### src/rtl/pipe_register_pkg.sv
// Shared constants and helpers for the elastic pipe register.
package pipe_register_pkg;

  // Deepest chain the block is built and verified for.
  localparam int STAGES_MAX = 16;

  // Width of a counter that must hold every value from 0 to stages.
  function automatic int cnt_w(input int stages);
    return $clog2(stages + 1);
  endfunction

  // True when the requested depth is one the block supports.
  function automatic bit stages_legal(input int stages);
    return (stages >= 1) && (stages <= STAGES_MAX);
  endfunction

endpackage

### src/rtl/pipe_stage.sv
// One elastic stage: a valid flag plus a data word. The stage takes a new
// word whenever it is empty or the stage after it is draining.
module pipe_stage
  import pipe_register_pkg::*;
#(
  parameter int               WIDTH     = 8,
  parameter logic [WIDTH-1:0] RESET_VAL = '0
) (
  input  logic             clk,
  input  logic             rst_,
  input  logic             flush,
  input  logic             up_valid,
  input  logic [WIDTH-1:0] up_data,
  input  logic             dn_ready,
  output logic             rdy,
  output logic             vld,
  output logic [WIDTH-1:0] dat
);

  logic             vld_q, vld_d;
  logic [WIDTH-1:0] dat_q, dat_d;

  assign rdy = !vld_q || dn_ready;
  assign vld = vld_q;
  assign dat = dat_q;

  // Load upstream valid when ready; only overwrite data with a valid word,
  // so garbage on an idle upstream never lands in the register.
  always_comb begin
    vld_d = vld_q;
    dat_d = dat_q;
    if (rdy) begin
      vld_d = up_valid;
      if (up_valid) begin
        dat_d = up_data;
      end
    end
  end

  // Reset and flush both empty the stage and reload the idle data value.
  always_ff @(posedge clk) begin
    if (rst_ || flush) begin
      vld_q <= 1'b0;
      dat_q <= RESET_VAL;
    end else begin
      vld_q <= vld_d;
      dat_q <= dat_d;
    end
  end

endmodule

### src/rtl/pipe_register.sv
// Elastic chain of STAGES registers with valid/ready handshakes on both ends,
// full-throughput backpressure, synchronous flush and an occupancy count.
module pipe_register
  import pipe_register_pkg::*;
#(
  parameter int               WIDTH     = 8,
  parameter int               STAGES    = 2,
  parameter logic [WIDTH-1:0] RESET_VAL = '0
) (
  input  logic                       clk,
  input  logic                       rst_,
  input  logic                       flush,
  input  logic                       in_valid,
  output logic                       in_ready,
  input  logic [WIDTH-1:0]           in_data,
  output logic                       out_valid,
  input  logic                       out_ready,
  output logic [WIDTH-1:0]           out_data,
  output logic [cnt_w(STAGES)-1:0]   count
);

  localparam int CW = cnt_w(STAGES);

  if (!stages_legal(STAGES)) begin : gBadStages
    $error("pipe_register: STAGES=%0d outside 1..%0d", STAGES, STAGES_MAX);
  end

  // rdyChain[i] is the ready of stage i; the extra top entry is the consumer.
  logic [STAGES:0]  rdyChain;
  logic [STAGES-1:0] vld;
  logic [WIDTH-1:0] dat [STAGES];

  logic          inXfer;
  logic          outXfer;
  logic [CW-1:0] count_q, count_d;

  assign rdyChain[STAGES] = out_ready;

  for (genvar i = 0; i < STAGES; i++) begin : gStage
    logic             upValid;
    logic [WIDTH-1:0] upData;

    if (i == 0) begin : gHead
      assign upValid = in_valid;
      assign upData  = in_data;
    end else begin : gBody
      assign upValid = vld[i-1];
      assign upData  = dat[i-1];
    end

    pipe_stage #(
      .WIDTH    (WIDTH),
      .RESET_VAL(RESET_VAL)
    ) uStage (
      .clk     (clk),
      .rst_    (rst_),
      .flush   (flush),
      .up_valid(upValid),
      .up_data (upData),
      .dn_ready(rdyChain[i+1]),
      .rdy     (rdyChain[i]),
      .vld     (vld[i]),
      .dat     (dat[i])
    );
  end

  assign in_ready  = rdyChain[0];
  assign out_valid = vld[STAGES-1];
  assign out_data  = dat[STAGES-1];
  assign count     = count_q;

  assign inXfer  = in_valid && in_ready;
  assign outXfer = out_valid && out_ready;

  // Occupancy moves by one per accepted word and back by one per drained word.
  always_comb begin
    count_d = count_q + CW'(inXfer) - CW'(outXfer);
  end

  // Occupancy register; reset and flush discard everything in flight.
  always_ff @(posedge clk) begin
    if (rst_ || flush) begin
      count_q <= '0;
    end else begin
      count_q <= count_d;
    end
  end

endmodule

### config.mk
export PLATFORM = sky130hd
export DESIGN_NAME = pipe_register
export DESIGN_NICKNAME = d
export VERILOG_FILES = /design/src/rtl/pipe_register_pkg.sv /design/src/rtl/pipe_stage.sv /design/src/rtl/pipe_register.sv
export SDC_FILE = /design/constraint.sdc
export NUM_CORES = 1
export LEC_CHECK = 0
export ABC_AREA = 0
export BUFFER_PORTS_ARGS = -buffer_cell sky130_fd_sc_hd__buf_2
export CAP_MARGIN = 40
export CELL_PAD_IN_SITES_DETAIL_PLACEMENT = 1
export CELL_PAD_IN_SITES_GLOBAL_PLACEMENT = 1
export CORE_ASPECT_RATIO = 0.6
export CORE_MARGIN = 5
export CORE_UTILIZATION = 27
export DETAILED_ROUTE_END_ITERATION = 8
export GPL_ROUTABILITY_DRIVEN = 0
export GPL_TIMING_DRIVEN = 0
export PLACE_DENSITY = 0.57
export SLEW_MARGIN = 0
export SYNTH_ARGS = -nofsm -noshare
export SYNTH_HDL_FRONTEND = slang
export SYNTH_SLANG_ARGS = --single-unit
### constraint.sdc
create_clock -name clk -period 4.03 [get_ports clk]
set_input_delay 0.6045 -clock clk [delete_from_list [all_inputs] [get_ports clk]]
set_output_delay 0.6045 -clock clk [all_outputs]
set_load 0.005 [all_outputs]
Word-level counts from Yosys, hierarchy flattened
Index checks and enable logic that the tools add are counted.
{"block": "word_totals", "ff_bits": 20, "input_bits": 13, "out_inout_bits": 12, "wordCells": 16}
{"block": "classes", "addsub": 2, "n_reduce_logical": 9}
{"cell": "$reduce_and A2 Y1", "n": 2}
{"cell": "$logic_or A1 B1 Y1", "n": 3}
{"cell": "$add A2 B1 Y2", "n": 1}
{"cell": "$logic_and A1 B1 Y1", "n": 2}
{"cell": "$logic_not A1 Y1", "n": 2}
{"cell": "$sub A2 B1 Y2", "n": 1}

Longest topological paths before layout
Gate-level depths: netlist of run 1.
{"block": "depth", "depth_word": 6, "mapped_depth": 12, "mapped_depth_nobuf": 9}

By module
From an unflattened synthesis of run 1, not the netlist that was laid out.
{"block": "hier_totals", "hier_cells": 88, "hier_area_um2": 872.1}
{"mod": "pipe_stage", "instances": 2, "cells_per_inst": 39, "area_per_inst_um2": 376.6}
{"mod": "pipe_register", "instances": 1, "cells_per_inst": 10, "area_per_inst_um2": 118.9}

Least setup slack after synthesis of run 1
No wires, ideal clock.
{"block": "synth_path", "kind": "input -> register", "startpoint": "in out_ready", "endpoint": "reg count_q[1], in the netlist count[1]", "setup_ns": 0.133, "arrival_ns": 1.913, "path_slack_ns": 1.985, "path_stages": 11, "path_cell_list": "and3b_1 > buf_6 > inv_6 > buf_12 > nand2_1 > ha_1 > inv_1 > ha_1 > xor2_1 > xnor2_1 > nor2_1"}
{"block": "synth_between", "elab_chain_cells": 5, "elab_cells_between_ends": 6, "cone_classes": "add/sub: 2; reduce/logical: 4"}
{"item": "start, declared", "line": "pipe_register.sv:17", "rtl": "input logic out_ready,"}
{"item": "$logic_or A1 B1 Y1 (2 in series)", "line": "pipe_stage.sv:23", "rtl": "assign rdy = !vld_q || dn_ready;"}
{"item": "via in_ready", "line": "pipe_register.sv:14", "rtl": "output logic in_ready,"}
{"item": "$logic_and A1 B1 Y1", "line": "pipe_register.sv:72", "rtl": "assign inXfer = in_valid && in_ready;"}
{"item": "$add A2 B1 Y2", "line": "pipe_register.sv:77", "rtl": "count_d = count_q + CW'(inXfer) - CW'(outXfer);"}
{"item": "$sub A2 B1 Y2", "line": "pipe_register.sv:77"}
{"item": "end signal, assigned", "line": "pipe_register.sv:85", "rtl": "count_q <= count_d;"}
{"item": "end, declared", "line": "pipe_register.sv:35", "rtl": "logic [CW-1:0] count_q, count_d;"}
The timed path passes the listed nets, and every way through them passes these cells.
A chain may end at the register's enable or synchronous reset.

Final worst setup path of run 1
{"block": "layout_path", "startpoint": "in out_ready", "endpoint": "reg count_q[1], in the netlist count[1]"}
{"block": "layout_between", "elab_chain_cells": 5, "elab_cells_between_ends": 6, "cone_classes": "add/sub: 2; reduce/logical: 4"}
{"item": "$logic_or A1 B1 Y1 (2 in series)", "line": "pipe_stage.sv:23"}
{"item": "$logic_and A1 B1 Y1", "line": "pipe_register.sv:72"}
{"item": "$add A2 B1 Y2", "line": "pipe_register.sv:77"}
{"item": "$sub A2 B1 Y2 *", "line": "pipe_register.sv:77"}
Every way passes the cells marked *; elsewhere a longest branch is shown, timed or not.

==> impl_metrics.tcl, run 1 <==
set metrics [dict create \
    grt_usage_pct 10.3 \
    powerDensity_nw_per_um2 349 \
    tightestPinTransition_ns 0.611 \
    crit_slowest_cell "ha_1" \
    max_freq_mhz 494 \
    grt_max_degree 12 \
    drt_iter0_drc 25 \
    chipWidth_um 84.2 \
    via_per_inst 4.54 \
    criticalPathCategory "primary input to register" \
    maxSlewHeadroom_pct 59.3 \
    nets 137 \
    holdWs_ns 0.468 \
    cts_buffers 3 \
    path_max_fanout 10 \
    period_share_pct 50.2 \
    path_cells "buf_2 -> and3b_1 -> buf_6 -> inv_6 -> buf_12 -> nand2_1 -> ha_1 -> inv_1 -> ha_1 -> xor2_1 -> xnor2_1 -> nor2_1" \
    start_util_pct 27.6 \
    drt_wl_total_um 2130 \
    cts-root-buf "clkbuf_8" \
    setup_viol 0 \
    cpLargestDelayFamily "buffers and inverters" \
    cts_sinks 20 \
    cts_tree "built" \
    synthCells 94 \
    hpwl_um 1640 \
    fin_skew_ns 0.000449 \
    antennaDiodeCount 0 \
    vias 753 \
    ios 25 \
    clk_path_buf_depth 2 \
    io_buffers 23 \
    p_leak_nw 0.458 \
    wl_per_cell_um 12.8 \
    crit_arrival_ns 2.16 \
    netlist_area_sq_um 891 \
    seq_area_frac_synth_pct 44.9 \
    endpoint_kind "register" \
    synthesis.nets 109 \
    setup-tns-final_ns 0 \
    worst-path-buf-inv 5 \
    grt_overflow_total 0 \
    slew_viol_final 0 \
    crit_top_cell "ha_1" \
    ant_nets 0 \
    clkLatencyLatePin_ns 0.26 \
    startpoint_type "primary input" \
    post-place-ws_ns 1.73 \
    min_period_ns 2.02 \
    status "finished, final reports clean" \
    antenna_found_initial 0 \
    grt_pass1_vias 758 \
    fin_util_pct 34.7 \
    max_cap_violations 0 \
    rsz0062_at_grt "no" \
    yosys_warnings 0 \
    ys_ff_latch 20 \
    syn2layout_area_growth_pct 25.4 \
    htree_levels 1 \
    ctsResizeCount 0 \
    post_cts_buffers 0 \
    clkTransAtPathRegs_ns 0.07 \
    layout_setup_ws_ns 2.01 \
    die_h_um 54.5 \
    hp-class "register to register" \
    first_pass_iters 4 \
    cts-hold-fix-buffers 0 \
    post_synth.cell_area_avg_sq_um 9.48 \
    crit_required_ns 4.16 \
    num_rows 16 \
    drc 0 \
    grt_pass1_wl_um 3590 \
    synth.distinct_cells 23 \
    vdd_drop_max_v 0.000165 \
    finalHoldViolCount 0 \
    drive_gt1_share_pct 38.8 \
    max_stage_delay_ns 0.29 \
    r2r_setup_slack_ns 2.02 \
    core_sq_um 3220 \
    die_area_sq_um 4590 \
]
==> worst paths after layout <==
check,depth (start not counted),endpoint,from
worst max register to register,12,count[1],gStage[0].uStage.vld
worst min-delay path,2,gStage[1].uStage.dat[5],gStage[0].uStage.dat[5]
worst max-delay path,12,count[1],out_ready
worst min register to register,2,gStage[1].uStage.dat[5],gStage[0].uStage.dat[5]
==> layout make-up <==
cell class,instances,area (sq um)
fillers,389,2110
flip-flops and latches,20,400
multi-input cells,62,399
repair buffers,23,115
plain buffers,7,67.6
well taps,45,56.3
clock buffers,4,55.1
inverters,5,23.8
==> per-layer routing <==
layer	GRT usage (%)	wire, um
met5	0	0
met4	4.01	39
met3	4.21	112
met2	16.0	919
met1	13.0	1060
==> power breakdown <==
| group | internal (mW) | switching [mW] | total, mW |
|---|---|---|---|
| combinational | 0.0135 | 0.0181 | 0.0317 |
| clock | 0.0870 | 0.0676 | 0.155 |
| sequential | 0.202 | 0.00200 | 0.204 |
==> state kept, by name (all words and copies together) (netlist names) <==
| name | cells |
|---|---|
| count | 2 |
| gStage.uStage.dat | 16 |
| gStage.uStage.vld | 2 |
==> worst reg2reg max path, cell delays in order (launching register included) <==
cell     delay (ns)
dfxtp_1        0.31
buf_6          0.13
and3b_1        0.19
buf_6          0.14
inv_6          0.06
buf_12         0.12
nand2_1        0.07
ha_1           0.29
inv_1          0.06
ha_1           0.15
xor2_1         0.17
xnor2_1        0.14
nor2_1         0.05
==> metrics by stage <==
stage / power, mW / cells / cell area (sq um)
after global placement: 0.239 / 162 / 1060
after global routing: 0.409 / 166 / 1120
final: 0.390 / 166 / 1120
after floorplan: 0.228 / 94 / 891
after CTS: 0.396 / 166 / 1120
after detailed placement: 0.241 / 162 / 1060
==> cell usage after synthesis <==
| master | count | area share [%] |
|---|---|---|
| nand2b_1 | 1 | 0.70 |
| nand2_1 | 1 | 0.42 |
| nand3_2 | 7 | 7.9 |
| buf_1 | 1 | 0.42 |
| a21oi_1 | 11 | 6.2 |
| buf_12 | 1 | 2.2 |
| ha_1 | 2 | 2.8 |
| xor2_1 | 1 | 0.98 |
| nor2_1 | 2 | 0.84 |
| buf_6 | 2 | 2.5 |
| inv_1 | 4 | 1.7 |
| and2_1 | 1 | 0.70 |
| clkbuf_8 | 1 | 1.5 |
| inv_6 | 1 | 0.98 |
| a21oi_2 | 7 | 6.9 |
| xnor2_1 | 1 | 0.98 |
| or2_2 | 1 | 0.70 |
| and3b_1 | 1 | 0.98 |
| dfxtp_1 | 20 | 45 |
| o21ai_0 | 16 | 9.0 |
| nand3_1 | 9 | 5.1 |
| clkbuf_1 | 2 | 0.84 |
| nor2b_1 | 1 | 0.70 |
==> logic make-up (layout without fill, tap and decap cells) <==
| family | after synthesis | in the layout | synth area share, % |
|---|---|---|---|
| and+or+nand+nor | 24 | 24 | 18.0 |
| buffers and inverters | 12 | 39 | 10.3 |
| xor gates and xnor gates | 2 | 2 | 1.97 |
| AOI/OAI and AO/OA | 34 | 34 | 22.1 |
| DFF | 20 | 20 | 44.9 |
| adders and majority gates | 2 | 2 | 2.81 |
==> placed cells by master, fill, tap and decap left out, types with 2 or more instances in the layout <==
| cell | netlist | final |
|---|---|---|
| a21oi_1 | 11 | 11 |
| a21oi_2 | 7 | 7 |
| buf_2 | 0 | 23 |
| buf_6 | 2 | 2 |
| clkbuf_1 | 2 | 2 |
| clkbuf_8 | 1 | 5 |
| dfxtp_1 | 20 | 20 |
| ha_1 | 2 | 2 |
| inv_1 | 4 | 4 |
| nand3_1 | 9 | 9 |
| nand3_2 | 7 | 7 |
| nor2_1 | 2 | 2 |
| o21ai_0 | 16 | 16 |
Power figures use the tool's default switching activity.
==> inputs of run 2 (changes only) <==
ABC_AREA = 1   (was 0)
PLACE_DENSITY = 0.62   (was 0.57)
clock period = 1.7 ns   (was 4.03 ns; I/O delays follow)
==> run 2 against run 1 <==
Power grew to 2.8 times the previous value. Sequential power is 140% higher. Register-to-register slack worse by 1.9 ns. Cell area is 3.0% higher. Setup slack worse by 1.9 ns. Die area is 0.24% lower. Cell count is 18% higher. Non-clock buffer count stayed put. Clock power grew to 3.1 times the previous value. Clock skew is 0.0041 ns higher. Synthesized area is 0.28% lower. First-iteration DRC count is 92% higher.
==> impl_metrics.tcl, run 2 <==
set metrics [dict create \
    status "finished, final reports clean" \
    max_freq_mhz 637 \
    period_share_pct 92.3 \
    finalHoldViolCount 0 \
    power_switching_mw 0.235 \
    swShare_pct 21.8 \
    chipWidth_um 84.1 \
    hp-start "rst_" \
    multiInputGateArea_sq_um 402 \
    synthesis.nets 137 \
    r2r-end "count[1]" \
    grt_pass1_vias 813 \
    layout_common_cells "26 x buf_2, 26 x nor2_1, 22 x nand2_1" \
    cts_tree "built" \
    criticalPathCategory "register to output port" \
    cpLargestDelayFamily "buffers and inverters" \
    r2r-start "gStage[0].uStage.vld" \
    drt_iter0_drc 48 \
    die_h_um 54.4 \
    crit_arrival_ns 1.31 \
    path_max_fanout 10 \
    nets 167 \
    start_util_pct 27.7 \
    register_area_sq_um 402 \
    comb_power_share_pct 9.7 \
    synth.distinct_cells 13 \
    min_delay_path_depth 4 \
    hp-class "primary input to register" \
    setup_viol 0 \
    syn2layout_area_growth_pct 29.6 \
    antennaDiodeCount 0 \
    clkPwrFrac_pct 44.8 \
    grt_max_degree 13 \
    ios 25 \
    min_period_ns 1.57 \
    post_synth.cell_area_avg_sq_um 7.28 \
    largest_register_ffs 16 \
    ys_ff_latch 20 \
    max_stage_delay_ns 0.31 \
    ant_nets 0 \
    hpwl_um 1690 \
    seq_area_frac_synth_pct 45.1 \
    io_buffers 23 \
    clk_path_buf_depth 2 \
    finalNonFillerCells 196 \
    crit_slowest_cell "dfxtp_1" \
    vias 829 \
    r2r_cells 11 \
    cts_sinks 20 \
    wl_per_cell_um 11.8 \
    yosys_warnings 0 \
    grt_pass1_wl_um 3750 \
    ys.flop_type "dfxtp_1" \
    synth.most_common_cell "nor2_1" \
    max_cap_violations 0 \
    synthCells 122 \
    slew_viol_final 0 \
    netlist_area_sq_um 888 \
    drive_gt1_share_pct 25.8 \
    maxSlewHeadroom_pct 72.6 \
    htree_levels 1 \
    finalPower_mw 1.08 \
    drt_wl_total_um 2300 \
    via_per_inst 4.23 \
    p_leak_nw 0.558 \
    yosys.area.top_type "dfxtp_1" \
    grt_usage_pct 10.7 \
    crit_top_cell "buf_4" \
    tightestPinTransition_ns 0.410 \
    whs_endpoint "gStage[1].uStage.dat[3]" \
    internal_power_mw 0.844 \
    fill_cells 422 \
    vdd_drop_max_v 0.000332 \
    fin_util_pct 35.9 \
    synth_area_leaders "dfxtp_1 45%, nor2_1 11%, nand2_1 9.3%" \
    clkLatencyLatePin_ns 0.26 \
    die_area_sq_um 4570 \
    first_pass_iters 3 \
    async_flop_share_pct 0 \
    seqPwrFrac_pct 45.6 \
    clkTransAtPathRegs_ns 0.08 \
    dp.cells 190 \
    worst-path-buf-inv 4 \
    synth_edf_count 0 \
    num_rows 16 \
    cts_buffers 3 \
    antenna_found_initial 0 \
    core_sq_um 3200 \
    grt_overflow_total 0 \
    crit_required_ns 1.44 \
    powerDensity_nw_per_um2 937 \
    startpoint_type "register" \
    cts-root-buf "clkbuf_8" \
    r2r_setup_slack_ns 0.16 \
    netlist.area_leader.share_pct 45.1 \
    fin_skew_ns 0.00459 \
    endpoint_kind "output port" \
    drc 0 \
    rsz0062_at_grt "no" \
    path_cells "buf_4 -> nand3_4 -> buf_4 -> buf_4 -> buf_2" \
    synthTopCellsByCount "26 x nor2_1, 22 x nand2_1, 20 x dfxtp_1, 16 x inv_1, 11 x a21oi_1" \
]
run 2: stage by stage:
stage               hold slack [ns]  cell area, sq um  worst slack [ns]  setup TNS (ns)
floorplan                     0.438               888             0.189               0
global placement              0.458              1060            0.0399               0
detailed placement            0.465              1060           -0.0352         -0.0352
CTS                           0.278              1130            0.0368               0
global route                  0.308              1150           0.00789               0
finish                        0.284              1150             0.131               0
run 2: worst max path at each step:
stage | cells after the start | to | startpoint
after global placement | 10 | count[1] | in_valid
after global routing | 11 | count[1] | gStage[0].uStage.vld
after floorplan | 10 | count[1] | in_valid
after CTS | 10 | count[1] | gStage[0].uStage.vld
final | 5 | in_ready | gStage[0].uStage.vld
after detailed placement | 10 | count[1] | in_valid
run 2: power by group through the flow:
stage	clock, mW	sequential, mW	combinational, mW
after global placement	0	0.502	0.101
after global routing	0.508	0.494	0.122
after CTS	0.498	0.492	0.105
after floorplan	0	0.502	0.0677
final	0.483	0.492	0.104
after detailed placement	0	0.503	0.104
run 2: timing repair:
item                       in CTS  in global routing
hold buffers                    0                  0
setup endpoints to repair       0                  1
gates resized for setup         0                  2
setup buffers                   0                  2
run 2: per-layer routing:
metal | up-vias | wire length [um] | track usage (%)
li1 | 435 | - | -
met1 | 372 | 1130 | 13.2
met2 | 17 | 1030 | 18.3
met3 | 5 | 125 | 3.91
met4 | 0 | 25 | 2.41
met5 | - | 0 | 0
run 2: final cells by class:
class / count / area share (%)
Clock buffer: 3 / 3.59
Multi-Input combinational cell: 81 / 34.9
Sequential cell: 20 / 34.9
Inverter: 16 / 5.22
Clock inverter: 1 / 2.61
Timing Repair Buffer: 25 / 11.3
Buffer: 5 / 2.61
Tap cell: 45 / 4.89
run 2: cell families (layout without fill, tap and decap cells):
family | Yosys count | in the layout | share of synthesized area, %
DFF | 20 | 20 | 45.1
AOI/OAI and AO/OA | 12 | 12 | 7.18
buffers and inverters | 21 | 50 | 10.1
adders and majority gates | 2 | 2 | 2.82
and+or+nand+nor | 67 | 67 | 34.8
run 2: worst reg2reg max path, delay by kind of cell, from the launching register on:
family	cells	cell delay, ns
DFF	1	0.30
adders and majority gates	2	0.46
and+or+nand+nor	6	0.43
buffers and inverters	3	0.27
==> inputs of run 3 (changes only) <==
CELL_PAD_IN_SITES_DETAIL_PLACEMENT = not set   (was 1)
CELL_PAD_IN_SITES_GLOBAL_PLACEMENT = not set   (was 1)
PLACE_DENSITY = 0.47   (was 0.62)
==> run 3 against run 2 <==
Via count fell by 3.3%. Clock skew rose by 0.0024 ns. Sequential cell count did not move. Clock power fell by 27%. Register-to-register slack barely moved. Setup slack improved by 0.025 ns. Core utilization fell by 0.39 points. Hold slack improved by 0.019 ns. Combinational power fell by 4%. Cell count rose by 0.51%. Power fell by 12%. Largest power group unchanged.
==> impl_metrics.tcl, run 3 (same netlist as run 2, synthesis figures left out) <==
set metrics [dict create \
    num_rows 16 \
    tightestPinTransition_ns 0.384 \
    via_per_inst 4.07 \
    r2r_cells 10 \
    maxSlewHeadroom_pct 74.4 \
    fin_util_pct 35.5 \
    startpoint "gStage[0].uStage.vld" \
    die_area_sq_um 4570 \
    cts_sinks 20 \
    grt_pass1_wl_um 3190 \
    path_max_fanout 10 \
    min_delay_path_depth 4 \
    p_leak_nw 0.554 \
    chipWidth_um 84.1 \
    drive_gt1_share_pct 25.7 \
    clkPwrFrac_pct 37.4 \
    max_cap_violations 0 \
    clk_path_buf_depth 2 \
    vias 802 \
    hp-start "rst_" \
    endpoint_kind "register" \
    slew_viol_final 0 \
    finalNonFillerCells 197 \
    status "finished, final reports clean" \
    drt_wl_total_um 1980 \
    cts_tree "built" \
    swShare_pct 22.4 \
    cts-root-buf "clkbuf_8" \
    max_stage_delay_ns 0.30 \
    worst-path-buf-inv 3 \
    io_buffers 23 \
    cts_buffers 3 \
    path_cells "buf_4 -> nand3_4 -> nand2_1 -> ha_1 -> inv_1 -> ha_1 -> inv_1 -> nand2_1 -> a21oi_1 -> nor2_1" \
    grt_max_degree 12 \
    max_freq_mhz 648 \
    clkTransAtPathRegs_ns 0.07 \
    period_share_pct 90.8 \
    drc 0 \
    crit_required_ns 1.86 \
    internal_power_mw 0.735 \
    rsz0062_at_grt "no" \
    grt_overflow_total 0 \
    die_h_um 54.4 \
    r2r-end "count[1]" \
    whs_endpoint "gStage[1].uStage.dat[4]" \
    seqPwrFrac_pct 52.0 \
    antenna_found_initial 0 \
    crit_slowest_cell "dfxtp_1" \
    fill_cells 369 \
    power_switching_mw 0.213 \
    ios 25 \
    first_pass_iters 4 \
    core_sq_um 3200 \
    setup_viol 0 \
    r2r_setup_slack_ns 0.16 \
    htree_levels 1 \
    comb_power_share_pct 10.6 \
    antennaDiodeCount 0 \
    cts-hold-fix-buffers 0 \
    grt_usage_pct 9.03 \
    vdd_drop_max_v 0.000296 \
    ant_nets 0 \
    powerDensity_nw_per_um2 833 \
    dp.cells 190 \
    startpoint_type "register" \
    drt_iter0_drc 27 \
    crit_arrival_ns 1.70 \
    min_period_ns 1.54 \
    largest_register_ffs 16 \
    fin_skew_ns 0.00703 \
    clkLatencyLatePin_ns 0.26 \
    syn2layout_area_growth_pct 28.2 \
    wl_per_cell_um 10.1 \
    grt_pass1_vias 685 \
    r2r-start "gStage[0].uStage.vld" \
    start_util_pct 27.7 \
    nets 168 \
    hpwl_um 1520 \
    setup-tns-final_ns 0 \
    finalHoldViolCount 0 \
    layout_common_cells "26 x buf_2, 26 x nor2_1, 22 x nand2_1" \
    criticalPathCategory "register to register" \
    hp-class "primary input to register" \
    cpLargestDelayFamily "adder cells" \
]
## run 3: changes by cell type in the layout (fill, tap and decap cells not counted), sizes merged
cell | previous run | this run
bufinv | 1 | 0
clkbuf | 3 | 4
buf | 30 | 31
## run 3: what timing repair did
item / CTS / global route
setup buffers: 0 / 3
hold endpoints to repair: 0 / 0
setup endpoints to repair: 0 / 1
gates resized for setup: 0 / 1
## run 3: worst max path at each step
stage                     to  cells after the start  slack (ns)
floorplan           count[1]                     10        0.19
global placement    count[1]                     10        0.08
detailed placement  count[1]                     10        0.04
CTS                 count[1]                     10        0.11
global route        count[1]                     10        0.04
finish              count[1]                     10        0.16
## run 3: power by group through the flow
stage / combinational (mW) / clock [mW] / sequential (mW)
detailed placement: 0.101 / 0 / 0.504
global route: 0.117 / 0.392 / 0.495
CTS: 0.102 / 0.374 / 0.493
floorplan: 0.0677 / 0 / 0.502
finish: 0.100 / 0.355 / 0.493
global placement: 0.0988 / 0 / 0.503
## run 3: per-stage QoR
step | power [mW] | hold slack (ns) | instance area (sq um) | setup WS, ns
finish | 0.948 | 0.303 | 1140 | 0.156
CTS | 0.968 | 0.292 | 1110 | 0.111
global route | 1.00 | 0.312 | 1140 | 0.0363
detailed placement | 0.605 | 0.468 | 1060 | 0.0416
floorplan | 0.570 | 0.438 | 888 | 0.189
global placement | 0.602 | 0.458 | 1060 | 0.0764
## run 3: layout make-up
class | count | area (sq um) | share of cell area [%]
tap | 45 | 56.3 | 4.95
timing repair buffer | 26 | 138 | 12.1
inverter | 16 | 60.1 | 5.27
clock buffer | 4 | 55.1 | 4.84
multi-input combinational | 81 | 398 | 34.9
sequential | 20 | 402 | 35.3
buffer | 5 | 30.0 | 2.64
## run 3: metal layers
metal  vias to the layer above  track usage (%)  part of all wire [%]
met4                         0             3.21                  0.96
met1                       338             12.2                    56
met5                         -                0                     0
met2                        20             13.4                    38
li1                        442                -                     -
met3                         2             3.16                   5.3
## run 3: tightest hold or removal path: cells and delay by family
| family | cells | cell delay (ns) |
|---|---|---|
| buffers and inverters | 1 | 0.08 |
| AND/OR/NAND/NOR | 3 | 0.19 |
